`src/rtl/snake_dir_ctrl.sv`:
```
`default_nettype none
// ============================================================================
// Module   : snake_dir_ctrl
// Brief    : Turns four raw active-low buttons into a queued snake direction.
//            Optional macro SNAKE_DIR_REVERSE_FILTER_EN drops 180-deg reversals.
// Revision : 1.0 - initial release
// ============================================================================
module snake_dir_ctrl #(
    parameter int         DEBOUNCE_CYCLES = 500000,
    parameter int         FIFO_DEPTH      = 2,
    parameter logic [1:0] INIT_DIR        = 2'b10
) (
    input  logic                          clk,
    input  logic                          rst_n,
    input  logic [3:0]                    key_n,
    input  logic                          move_ack,
    input  logic                          clear,
    output logic [1:0]                    dir,
    output logic [$clog2(FIFO_DEPTH):0]   pending,
    output logic                          q_full,
    output logic                          drop
);

    localparam int c_cnt_w = $clog2(DEBOUNCE_CYCLES);
    localparam int c_ptr_w = $clog2(FIFO_DEPTH);

    localparam logic [c_cnt_w-1:0] c_cnt_max = c_cnt_w'(DEBOUNCE_CYCLES - 1);
    localparam logic [c_cnt_w-1:0] c_cnt_one = c_cnt_w'(1);
    localparam logic [c_ptr_w-1:0] c_ptr_one = c_ptr_w'(1);
    localparam logic [c_ptr_w:0]   c_depth   = (c_ptr_w + 1)'(FIFO_DEPTH);
    localparam logic [c_ptr_w:0]   c_cnt1    = (c_ptr_w + 1)'(1);

    logic [3:0] r_sync1;
    logic [3:0] r_sync2;
    logic [3:0] w_stable;
    logic [3:0] r_stable_d;
    logic [3:0] r_press;

    always_ff @(posedge clk) begin
        if (!rst_n) begin
            r_sync1    <= 4'b0000;
            r_sync2    <= 4'b0000;
            r_stable_d <= 4'b0000;
            r_press    <= 4'b0000;
        end else begin
            r_sync1    <= ~key_n;
            r_sync2    <= r_sync1;
            r_stable_d <= w_stable;
            r_press    <= w_stable & ~r_stable_d;
        end
    end

    for (genvar gi = 0; gi < 4; gi++) begin : g_key
        logic [c_cnt_w-1:0] r_cnt;
        logic               r_stable;

        always_ff @(posedge clk) begin
            if (!rst_n) begin
                r_cnt    <= '0;
                r_stable <= 1'b0;
            end else if (r_sync2[gi] == r_stable) begin
                r_cnt <= '0;
            end else if (r_cnt == c_cnt_max) begin
                r_stable <= r_sync2[gi];
                r_cnt    <= '0;
            end else begin
                r_cnt <= r_cnt + c_cnt_one;
            end
        end

        assign w_stable[gi] = r_stable;
    end

    // Key index doubles as the direction code; lowest index wins a tie.
    logic       w_cand_vld;
    logic [1:0] w_cand;

    always_comb begin
        w_cand_vld = |r_press;
        w_cand     = 2'b11;
        if (r_press[0])      w_cand = 2'b00;
        else if (r_press[1]) w_cand = 2'b01;
        else if (r_press[2]) w_cand = 2'b10;
    end

    logic [1:0]         r_mem [FIFO_DEPTH];
    logic [c_ptr_w-1:0] r_wr_ptr;
    logic [c_ptr_w-1:0] r_rd_ptr;
    logic [c_ptr_w:0]   r_count;
    logic [1:0]         r_dir;
    logic               r_full;
    logic               r_drop;

    logic [c_ptr_w-1:0] w_tail_idx;
    logic [1:0]         w_ref;
    logic               w_pop;
    logic               w_push;
    logic               w_drop;
    logic               w_rev;
    logic [c_ptr_w:0]   w_count_nxt;

    assign w_tail_idx = r_wr_ptr - c_ptr_one;
    assign w_ref      = (r_count != '0) ? r_mem[w_tail_idx] : r_dir;
    assign w_pop      = move_ack && (r_count != '0);

    always_comb begin
        w_push = 1'b0;
        w_drop = 1'b0;
        w_rev  = 1'b0;
`ifdef SNAKE_DIR_REVERSE_FILTER_EN
        w_rev  = (w_cand == (w_ref ^ 2'b11));
`endif
        if (w_cand_vld && (w_cand != w_ref)) begin
            if (w_rev)
                w_drop = 1'b1;
            else if ((r_count == c_depth) && !w_pop)
                w_drop = 1'b1;
            else
                w_push = 1'b1;
        end
    end

    always_comb begin
        w_count_nxt = r_count;
        if (w_push && !w_pop)
            w_count_nxt = r_count + c_cnt1;
        else if (!w_push && w_pop)
            w_count_nxt = r_count - c_cnt1;
    end

    always_ff @(posedge clk) begin
        if (!rst_n) begin
            r_wr_ptr <= '0;
            r_rd_ptr <= '0;
            r_count  <= '0;
            r_dir    <= INIT_DIR;
            r_full   <= 1'b0;
            r_drop   <= 1'b0;
        end else if (clear) begin
            r_wr_ptr <= '0;
            r_rd_ptr <= '0;
            r_count  <= '0;
            r_dir    <= INIT_DIR;
            r_full   <= 1'b0;
            r_drop   <= 1'b0;
        end else begin
            r_drop  <= w_drop;
            r_count <= w_count_nxt;
            r_full  <= (w_count_nxt == c_depth);
            if (w_push)
                r_wr_ptr <= r_wr_ptr + c_ptr_one;
            if (w_pop) begin
                r_dir    <= r_mem[r_rd_ptr];
                r_rd_ptr <= r_rd_ptr + c_ptr_one;
            end
        end
    end

    // Storage needs no reset: entries are only read while r_count is non-zero.
    always_ff @(posedge clk) begin
        if (rst_n && !clear && w_push)
            r_mem[r_wr_ptr] <= w_cand;
    end

    assign dir     = r_dir;
    assign pending = r_count;
    assign q_full  = r_full;
    assign drop    = r_drop;

endmodule
`default_nettype wire
```
`config.mk`:
```
export PLATFORM = sky130hd
export DESIGN_NAME = snake_dir_ctrl
export DESIGN_NICKNAME = d
export VERILOG_FILES = /design/src/rtl/snake_dir_ctrl.sv
export SDC_FILE = /design/constraint.sdc
export NUM_CORES = 1
export LEC_CHECK = 0
export CAP_MARGIN = 20
export CORE_MARGIN = 4
export CORE_UTILIZATION = 40
export CTS_BUF_LIST = sky130_fd_sc_hd__clkbuf_8
export DETAILED_ROUTE_END_ITERATION = 7
export PLACE_DENSITY = 0.62
export REMOVE_ABC_BUFFERS = 1
export SLEW_MARGIN = 10
export SYNTH_ARGS = -nofsm -noshare
export SYNTH_HDL_FRONTEND = slang
export SYNTH_SLANG_ARGS = --single-unit
```
`constraint.sdc`:
```
create_clock -name clk -period 2 [get_ports clk]
set_input_delay 0.3 -clock clk [delete_from_list [all_inputs] [get_ports clk]]
set_output_delay 0.3 -clock clk [all_outputs]
set_load 0.01 [all_outputs]
```
# == After elaboration in Yosys (flattened, before gate mapping) ==
# Memories as Yosys holds them, arrays and structs flattened. A register that Yosys moved wholly into a read port is not among the register bits.
# Cells that the tools add are included.
# totals
regBits,102
latchBits,0
mem_bits_rw,4
rom_bits,0
inputBits,8
out_inout_bits,6
elab_cells,80
memories,1
# mem_list
name,depth,word_bits,read_ports,rd_clocked_by_memory_dff,write_ports,line_no,source
r_mem,2,2,2,1,1,86,logic [1:0] r_mem [FIFO_DEPTH];
# op_classes
n_addsub,9
n_mul,0
div,0
order_cmp,0
n_eq_ne,11
n_shift,0
mux,11
bitwise_logic,9
reduce_logical,22
# ops
operator,count
19-bit by 1-bit adder with 19-bit output (second input constant),4
19-bit == test (second input constant),4
3-bit OR reduction,5
2-bit 2-to-1 mux,5
4-bit NOT,2
2-bit AND reduction,4
1-bit logical AND,7
1-bit 2-to-1 mux,6
1-bit NOT,6
4-bit AND,1
1-bit == test,4
2-bit == test (second input constant),2
4-bit OR reduction,1
1-bit zero test,3
1-bit adder (second input constant),2
2-bit by 1-bit adder with 2-bit output (second input constant),1
2-bit inequality test,1
2-bit nonzero test,1
2-bit OR reduction,1
2-bit by 1-bit subtractor with 2-bit output (second input constant),1
1-bit subtractor (second input constant),1

# == Logic depth before layout (Yosys ltp) ==
# Gate-level depths: netlist of run 1.
# depth
depth_word,11
depth_mapped,9

# == Worst setup path after synthesis of run 1 ==
# No wires, ideal clock.
# synth_timing
kind,flip-flop to flip-flop
startpoint,"register r_count[1], in the netlist pending[1]"
endpoint,"memory r_mem[0][0], enable pin"
arrival_ns,1.538
required_time_ns,1.691
setup_slack_ns,0.153
path_stages_with_launch,10
path_buffers,0
synth_period_minus_slack_ns,1.847
cell_sequence,dfxtp_1 > inv_1 > ha_1 > nand2_1 > o21ai_2 > xnor2_1 > a21o_1 > nor2_1 > nand2_1 > nor2_1
# synth_via
elab_chain_len,9
word_cells_on_any_way,13
# synth_rtl
item,line_no,source
start: declaration,89,logic [c_ptr_w:0] r_count;
start signal: assignment,148,r_count <= w_count_nxt;
2-bit nonzero test,"103, 104",
1-bit logical AND,104,assign w_pop = move_ack && (r_count != '0);
1-bit zero test,116,else if ((r_count == c_depth) && !w_pop)
1-bit logical AND,116,
1-bit 2-to-1 mux,116,
1-bit 2-to-1 mux (*),113,if (w_cand_vld && (w_cand != w_ref)) begin
1-bit logical AND (*),161,if (rst_n && !clear && w_push)
1-bit 2-to-1 mux (*),161,
1-bit 2-to-1 mux (implied by the code) (*),162,r_mem[r_wr_ptr] <= w_cand;
end: declaration,86,
# Every way passes the cells marked *; elsewhere a longest branch is shown, timed or not.

# == Worst setup path after layout of run 1 ==
# layout_timing
startpoint,"register r_count[1], in the netlist pending[1]"
endpoint,"register r_full, in the netlist q_full"
# layout_via
elab_chain_len,11
word_cells_on_any_way,18
# layout_rtl
item,line_no,source
2-bit nonzero test,"103, 104",
1-bit logical AND,104,
1-bit zero test,"116, 125",
1-bit logical AND,116,
1-bit 2-to-1 mux,116,
1-bit 2-to-1 mux,113,
1-bit zero test,127,else if (!w_push && w_pop)
1-bit logical AND,127,
2-bit 2-to-1 mux,127,
2-bit 2-to-1 mux (*),125,if (w_push && !w_pop)
2-bit == test (*),149,r_full <= (w_count_nxt == c_depth);
end signal: assignment,149,
end: declaration,91,logic r_full;
# Marks and branches as above.
# A chain may end at the register's enable or synchronous reset.

==> results.txt, run 1 <==
----------------------------------------------------
[Synth]
  Mapped Avg Cell Area ... 9.286 um2
  Dominant combinational cell family by area after synthesis ... simple AND/OR/NAND/NOR gates
  Sequential element share of the synthesized area ... 49.72%
  Compound-gate portion of the synthesized area ... 3.220%
  Post-synthesis xor/xnor area fraction ... 14.24%
  Cell count after synthesis ... 477
  Simple-gate portion of the synthesized area ... 27.32%
  Area share of the largest cell type after synthesis ... 47.01%
  Synth Area in Adders ... 1.695%
  EDFF count, synth ... 4
  Number of distinct library cells after synthesis ... 45
  Fraction of registers with async set or reset after synthesis ... 0%
  Yosys warning count ... 0
  Seq cells post-synth ... 108
  Top_reg_cell synth ... sky130_fd_sc_hd__dfxtp_1
  Area contributors post-synth ... sky130_fd_sc_hd__dfxtp_1 47%, sky130_fd_sc_hd__xor2_1 9.3%, sky130_fd_sc_hd__nor2_1 8.1%
  Top cell type by total area after synthesis ... sky130_fd_sc_hd__dfxtp_1
  Cell Area, Synth ... 4429 um2
  Post-synthesis mux area share ... 2.034%
  Most frequent cell after synthesis ... sky130_fd_sc_hd__dfxtp_1
  Most common library cells after synthesis ... 104 x sky130_fd_sc_hd__dfxtp_1, 95 x sky130_fd_sc_hd__nor2_1, 47 x sky130_fd_sc_hd__xor2_1, 30 x sky130_fd_sc_hd__nand3_1, 29 x sky130_fd_sc_hd__nand2_1

[Detailed routing]
  Total Routed Length ... 7572 um
  Via count ... 3170
  Via density per instance ... 4.869
  Number of DRC markers in iteration 0 ... 89
  First-pass iteration count of the detailed router ... 4
  Number of antenna-violating nets in the routed design ... 0
  Post-route DRC ... 0
  Post-detailed-route wirelength per cell ... 11.63 um

[Timing]
  Setup tns final ... 0 ns
  Worst slew margin relative to its limit ... 73.61%
  Time the worst path needs with I/O delays and setup ... 1.878 ns
  Pin slew with the least headroom to its limit ... 0.3944 ns
  Clock Skews ... 0.01194 ns
  Timing-limited maximum frequency ... 532.6 MHz
  Pins over their slew limit ... 0
  Post-route worst hold slack ... 0.3864 ns
  Number of failing setup endpoints in the final timing report ... 0
  Total count of hold-check failures in the final report ... 0
  Share of the clock period used by the worst path ... 93.88%

[Run status]
  Status ... finished, final reports clean

[Placement]
  Weighted congestion at the end of routability-driven global placement ... 0.8476
  Final HPWL from detailed placement ... 5276 um
  Cells after DPL ... 631
  Buffers added on ports ... 13

[Final layout]
  Antenna diode instance count ... 0
  Filler Cell Count ... 1066
  Number of cells in the finished layout apart from fillers ... 651
  Count of nets after finishing ... 520
  Sequential standard cell area ... 2211 um2
  Synth-to-Final Area Change ... 14.35%
  Fraction of final layout cells with drive strength greater than 1 ... 9.198%
  Area used by multi-input combinational logic ... 2217 um2
  Final core utilization ... 46.72%

[Critical path]
  Maximum cell stage delay along the critical path ... 0.38 ns
  Critical Path Slowest Stage Cell ... sky130_fd_sc_hd__dfxtp_4
  Worst setup SP type ... flip-flop
  Maximum fanout count along the critical path ... 6
  Crit path cell chain ... inv_2 -> ha_4 -> nand2_4 -> o21ai_4 -> xnor2_2 -> buf_4 -> a211oi_4 -> mux2i_1 -> xnor2_1 -> and3b_1
  Required arrival time at the worst endpoint ... 2.27 ns
  Signal arrival time at the worst endpoint ... 2.14 ns
  Buf+Inv Stages, Crit Path ... 2
  Worst Setup End Kind ... flip-flop
  Crit Path Category ... reg -> reg
  Cell class contributing the biggest share of worst-path delay ... flip-flops

[Global routing]
  Pin count of the biggest net entering global routing ... 22
  Aggregate global routing overflow ... 0
  Initial antenna violation count ... 0
  First-pass GRT wire length ... 13590 um
  Number of global-route vias before repair ... 3071
  Global-route usage over all layers ... 12.76%

[Floorplan]
  Count of boundary I/O pins ... 14
  Overall die area ... 12820 um2
  Horizontal die dimension ... 113.2 um
  Core area ... 10840 um2
  Vertical extent of the die ... 113.2 um
  Starting Density ... 40.86%
  FP Rows ... 38

[Power]
  Internal power consumption ... 0.002759 W
  Net Sw Power ... 0.0007286 W
  IR Drop Worst-Case VDD ... 0.0004134 V
  Sequential power share ... 62.3%
  Clock power frac ... 36.2%
  Power per unit of standard cell area ... 688.6 nW/um2
  Part of the power in combinational logic ... 1.5%
  Pleak ... 1.712 nW
  Total power draw ... 0.003488 W
  Switching portion of total power ... 20.89%

[Clocking]
  Worst-path clk slew ... 0.10 ns
  Cts bufs inserted ... 9
  CTS Root Cell ... sky130_fd_sc_hd__clkbuf_8
  Number of sinks driven by the clock tree ... 108
  Clock tree from TritonCTS ... yes
  Clock latency on the worst-skew pair ... 0.36 ns
  Number of levels the H-tree was split into ... 3
  Clock tree buffer depth ... 2

[Job]
  Count of max-cap constraint violations ... 0

[Hold path]
  Hold crit path type ... reg -> reg

----------------------------------------------------
==> worst register-to-register path: stages (launching register included) <==
cell and delay [ns]:
sky130_fd_sc_hd__dfxtp_4 0.38, sky130_fd_sc_hd__inv_2 0.06, sky130_fd_sc_hd__ha_4 0.19, sky130_fd_sc_hd__nand2_4 0.07, sky130_fd_sc_hd__o21ai_4 0.06, sky130_fd_sc_hd__xnor2_2 0.15, sky130_fd_sc_hd__buf_4 0.17, sky130_fd_sc_hd__a211oi_4 0.25
sky130_fd_sc_hd__mux2i_1 0.13, sky130_fd_sc_hd__xnor2_1 0.15, sky130_fd_sc_hd__and3b_1 0.18
==> what timing repair did <==
action / 4_1_cts / 5_1_grt
endpoints found under the setup margin: 4 / 9
buffers inserted: 2 / 2
hold buffers: 0 / 0
gates resized for setup: 2 / 17
pin swaps: 2 / 8
==> state kept, by name, summed over array words and instances (netlist names) <==
| signal | flops |
|---|---|
| drop | 1 |
| dir | 2 |
| r_press | 4 |
| r_stable_d | 4 |
| r_sync2 | 4 |
| r_rd_ptr | 1 |
| r_mem | 4 |
| pending | 2 |
| q_full | 1 |
| g_key.r_stable | 4 |
| g_key.r_cnt | 76 |
| r_sync1 | 4 |
| r_wr_ptr | 1 |
==> path summary, 6_finish.rpt <==
check                      startpoint               endpoint  slack [ns]  cells after the start
max             pending[1]$_SDFF_PP0_      q_full$_SDFF_PP0_        0.12                     10
max reg2reg     pending[1]$_SDFF_PP0_      q_full$_SDFF_PP0_        0.12                     10
min reg2reg  r_stable_d[2]$_SDFF_PN0_  r_press[2]$_SDFF_PN0_        0.39                      1
min          r_stable_d[2]$_SDFF_PN0_  r_press[2]$_SDFF_PN0_        0.39                      1
==> metrics by stage <==
| stage | setup slack (ns) | instance area, um2 |
|---|---|---|
| after floorplan | 0.1530 | 4388 |
| after global placement | 0.09453 | 4773 |
| after detailed placement | -0.01903 | 4773 |
| after CTS | 0.05634 | 4981 |
| after global routing | -0.01457 | 5065 |
| final | 0.1225 | 5065 |
==> cell usage in the layout, fill, tap and decap left out, drive strengths merged, types with 2 or more instances in the layout <==
cell type and n:
nand3b 2, buf 13, edfxtp 4, xnor2 25
or3 7, nand3 31, o21ai 7, and3 14
ha 6, nor4b 8, nor2 95, inv 14
nor3 7, xor2 47, clkbuf 9, nand4 14
dfxtp 104, a211oi 3, nand2b 2, clkdlybuf4s50 13
nor2b 15, a21oi 8, and2 8, nand2 29
mux2i 9, and4 3
==> logic make-up (layout without fill, tap and decap cells) <==
| family | Yosys count | count (layout) |
|---|---|---|
| muxes | 9 | 9 |
| buffers and inverters | 18 | 52 |
| and+or+nand+nor | 242 | 242 |
| adders and majority gates | 6 | 6 |
| AOI/OAI and AO/OA | 22 | 22 |
| DFF | 108 | 108 |
| xor gates and xnor gates | 72 | 72 |
==> power by group through the flow <==
stage	clock network, W	logic [W]	registers, W
after global routing	0.00142	0.0000606	0.00217
after CTS	0.00133	0.0000556	0.00217
after global placement	0	0.0000546	0.00222
after detailed placement	0	0.0000555	0.00222
after floorplan	0	0.0000225	0.00222
final	0.00126	0.0000540	0.00217
==> per-layer routing <==
metal | routed length (um) | part of all wire, % | track usage, % | up-vias
li1 | - | - | - | 1644
met1 | 3670 | 48 | 16.01 | 1486
met2 | 3513 | 46 | 20.89 | 30
met3 | 263 | 3.5 | 3.636 | 10
met4 | 125 | 1.7 | 4.728 | 0
met5 | 0 | 0 | 0 | -
==> layout make-up <==
cell class / instances / area share [%]
Clock buffer: 9 / 2.446
Clock inverter: 7 / 1.186
Inverter: 10 / 0.7411
Multi-Input combinational cell: 351 / 43.77
Sequential cell: 108 / 43.65
Tap cell: 140 / 3.458
Timing Repair Buffer: 26 / 4.743
Power figures use the tool's default switching activity.
==> run 2: changes to the inputs <==
Settings changed: RECOVER_POWER set to 100.
==> results.txt, run 2 (same netlist as run 1, synthesis figures left out) <==
----------------------------------------------------
[Run status]
  Status ... finished, final reports clean (unchanged)

[Floorplan]
  Overall die area ... 12820 um2 (unchanged)
  Starting Density ... 40.86% (unchanged)
  Count of boundary I/O pins ... 14 (unchanged)
  Horizontal die dimension ... 113.2 um (unchanged)
  Core area ... 10840 um2 (unchanged)
  Vertical extent of the die ... 113.2 um (unchanged)
  FP Rows ... 38 (unchanged)

[Clocking]
  CTS Hold Buffers Added ... 0 (unchanged)
  Number of levels the H-tree was split into ... 3 (unchanged)
  Clock tree from TritonCTS ... yes (unchanged)
  Clock tree buffer depth ... 2 (unchanged)
  CTS Root Cell ... sky130_fd_sc_hd__clkbuf_8 (unchanged)
  Clock latency on the worst-skew pair ... 0.36 ns (about the same)
  Number of sinks driven by the clock tree ... 108 (unchanged)
  Worst-path clk slew ... 0.10 ns (about the same)
  Cts bufs inserted ... 9 (unchanged)

[Power]
  Pleak ... 1.713 nW (was 1.712 nW)
  Sequential power share ... 62.3% (about the same)
  Switching portion of total power ... 20.93% (was 20.89%)
  Clock power frac ... 36.2% (about the same)
  Internal power consumption ... 0.002758 W (was 0.002759 W)
  Net Sw Power ... 0.0007299 W (was 0.0007286 W)
  IR Drop Worst-Case VDD ... 0.0004134 V (about the same)
  Part of the power in combinational logic ... 1.5% (about the same)
  Power per unit of standard cell area ... 690.8 nW/um2 (was 688.6 nW/um2)

[Global routing]
  First-pass GRT wire length ... 13590 um (unchanged)
  Number of global-route vias before repair ... 3071 (unchanged)
  Aggregate global routing overflow ... 0 (unchanged)
  Global-route usage over all layers ... 12.76% (unchanged)
  Pin count of the biggest net entering global routing ... 22 (unchanged)
  Initial antenna violation count ... 0 (unchanged)

[Critical path]
  Maximum fanout count along the critical path ... 5 (was 6)
  Worst Setup End Kind ... flip-flop (unchanged)
  Signal arrival time at the worst endpoint ... 2.14 ns (about the same)
  Worst setup SP type ... flip-flop (unchanged)
  Crit Path Category ... reg -> reg (unchanged)
  Required arrival time at the worst endpoint ... 2.27 ns (about the same)

[Timing]
  Pin slew with the least headroom to its limit ... 0.3968 ns (was 0.3944 ns)
  Time the worst path needs with I/O delays and setup ... 1.877 ns (was 1.878 ns)
  Share of the clock period used by the worst path ... 93.85% (was 93.88%)
  Number of failing setup endpoints in the final timing report ... 0 (unchanged)
  Total count of hold-check failures in the final report ... 0 (unchanged)
  Post-route worst hold slack ... 0.3865 ns (was 0.3864 ns)
  Clock Skews ... 0.01067 ns (was 0.01194 ns)
  Final setup slack of the worst path ... 0.1230 ns (was 0.1225 ns)
  Timing-limited maximum frequency ... 532.8 MHz (was 532.6 MHz)
  Worst slew margin relative to its limit ... 73.45% (was 73.61%)
  Pins over their slew limit ... 0 (unchanged)

[Final layout]
  Commonest cells after routing, fill and taps aside ... 101 x sky130_fd_sc_hd__dfxtp_1, 95 x sky130_fd_sc_hd__nor2_1, 47 x sky130_fd_sc_hd__xor2_1 (was 101 x sky130_fd_sc_hd__dfxtp_1, 94 x sky130_fd_sc_hd__nor2_1, 47 x sky130_fd_sc_hd__xor2_1)
  Synth-to-Final Area Change ... 13.98% (was 14.35%)
  Number of flip-flops under the largest register name ... 76 (unchanged)
  Register ranked first by flip-flop count ... g_key.r_cnt (unchanged)
  Filler Cell Count ... 1066 (unchanged)
  Count of nets after finishing ... 520 (unchanged)
  Most common cell after layout, fill and taps aside ... sky130_fd_sc_hd__dfxtp_1 (unchanged)
  Fraction of final layout cells with drive strength greater than 1 ... 8.415% (was 9.198%)
  Number of cells in the finished layout apart from fillers ... 651 (unchanged)
  Antenna diode instance count ... 0 (unchanged)
  Final core utilization ... 46.57% (was 46.72%)

[Detailed routing]
  Post-detailed-route wirelength per cell ... 11.63 um (about the same)
  Total Routed Length ... 7571 um (was 7572 um)
  Post-route DRC ... 0 (unchanged)
  Via density per instance ... 4.871 (was 4.869)
  First-pass iteration count of the detailed router ... 4 (unchanged)
  Number of DRC markers in iteration 0 ... 85 (was 89)
  Number of antenna-violating nets in the routed design ... 0 (unchanged)
  Via count ... 3171 (was 3170)

[Placement]
  Buffers added on ports ... 13 (unchanged)
  Weighted congestion at the end of routability-driven global placement ... 0.8476 (unchanged)
  Pre-CTS WS ... -0.01903 ns (unchanged)
  Cells after DPL ... 631 (unchanged)
  Final HPWL from detailed placement ... 5276 um (unchanged)

[Job]
  Count of max-cap constraint violations ... 0 (unchanged)

[Hold path]
  Hold crit path type ... reg -> reg (unchanged)

----------------------------------------------------
## run 2: cell type report
class	count	area, um2	area share (%)
repair buffers	26	230.2	4.560
clock inverters	7	60.06	1.190
inverters	10	37.54	0.7435
well taps	140	175.2	3.470
flip-flops and latches	108	2211	43.79
clock buffers	9	123.9	2.454
multi-input cells	351	2211	43.79
## run 2: final timing paths
check	slack (ns)	cells past startpoint	endpoint	from
max	0.12	8	q_full$_SDFF_PP0_	r_wr_ptr$_SDFFE_PP0N_
min	0.39	1	r_press[2]$_SDFF_PN0_	r_stable_d[2]$_SDFF_PN0_
max reg2reg	0.12	8	q_full$_SDFF_PP0_	r_wr_ptr$_SDFFE_PP0N_
min reg2reg	0.39	1	r_press[2]$_SDFF_PN0_	r_stable_d[2]$_SDFF_PN0_
## run 2: metal layers
layer,vias to the layer above,routed length [um],GRT usage [%]
met5,-,0,0
met4,0,126,4.728
met3,10,258,3.636
met2,28,3498,20.89
met1,1484,3686,16.01
li1,1649,-,-
## run 2: what timing repair did
action | 4_1_cts | 5_1_grt
cloned | 0 | 0
endpoints found under the setup margin | 4 | 9
pin swaps | 2 | 8
setup buffers | 2 | 2
gates resized for setup | 2 | 17
## run 2: critical path: stages, from the launching register on
cell,delay [ns]
sky130_fd_sc_hd__dfxtp_4,0.41
sky130_fd_sc_hd__mux2i_4,0.26
sky130_fd_sc_hd__o21ai_4,0.08
sky130_fd_sc_hd__xnor2_2,0.15
sky130_fd_sc_hd__buf_4,0.16
sky130_fd_sc_hd__a211oi_4,0.25
sky130_fd_sc_hd__mux2i_1,0.13
sky130_fd_sc_hd__xnor2_1,0.15
sky130_fd_sc_hd__and3b_1,0.18
## run 2: metrics by stage
step / TNS (ns) / area (um2) / power (W)
3_3_place_gp: 0 / 4773 / 0.002279
5_1_grt: -0.01282 / 5049 / 0.003650
3_5_place_dp: -0.02250 / 4773 / 0.002280
2_1_floorplan: 0 / 4388 / 0.002246
6_report: 0 / 5049 / 0.003488
4_1_cts: 0 / 4981 / 0.003564
## run 2: power groups by stage
stage                     clock network (W)  registers, W  logic (W)
after floorplan                           0       0.00222  0.0000225
after global placement                    0       0.00222  0.0000546
after detailed placement                  0       0.00222  0.0000555
after global routing                0.00142       0.00217  0.0000592
final                               0.00126       0.00217  0.0000527
after CTS                           0.00133       0.00217  0.0000556
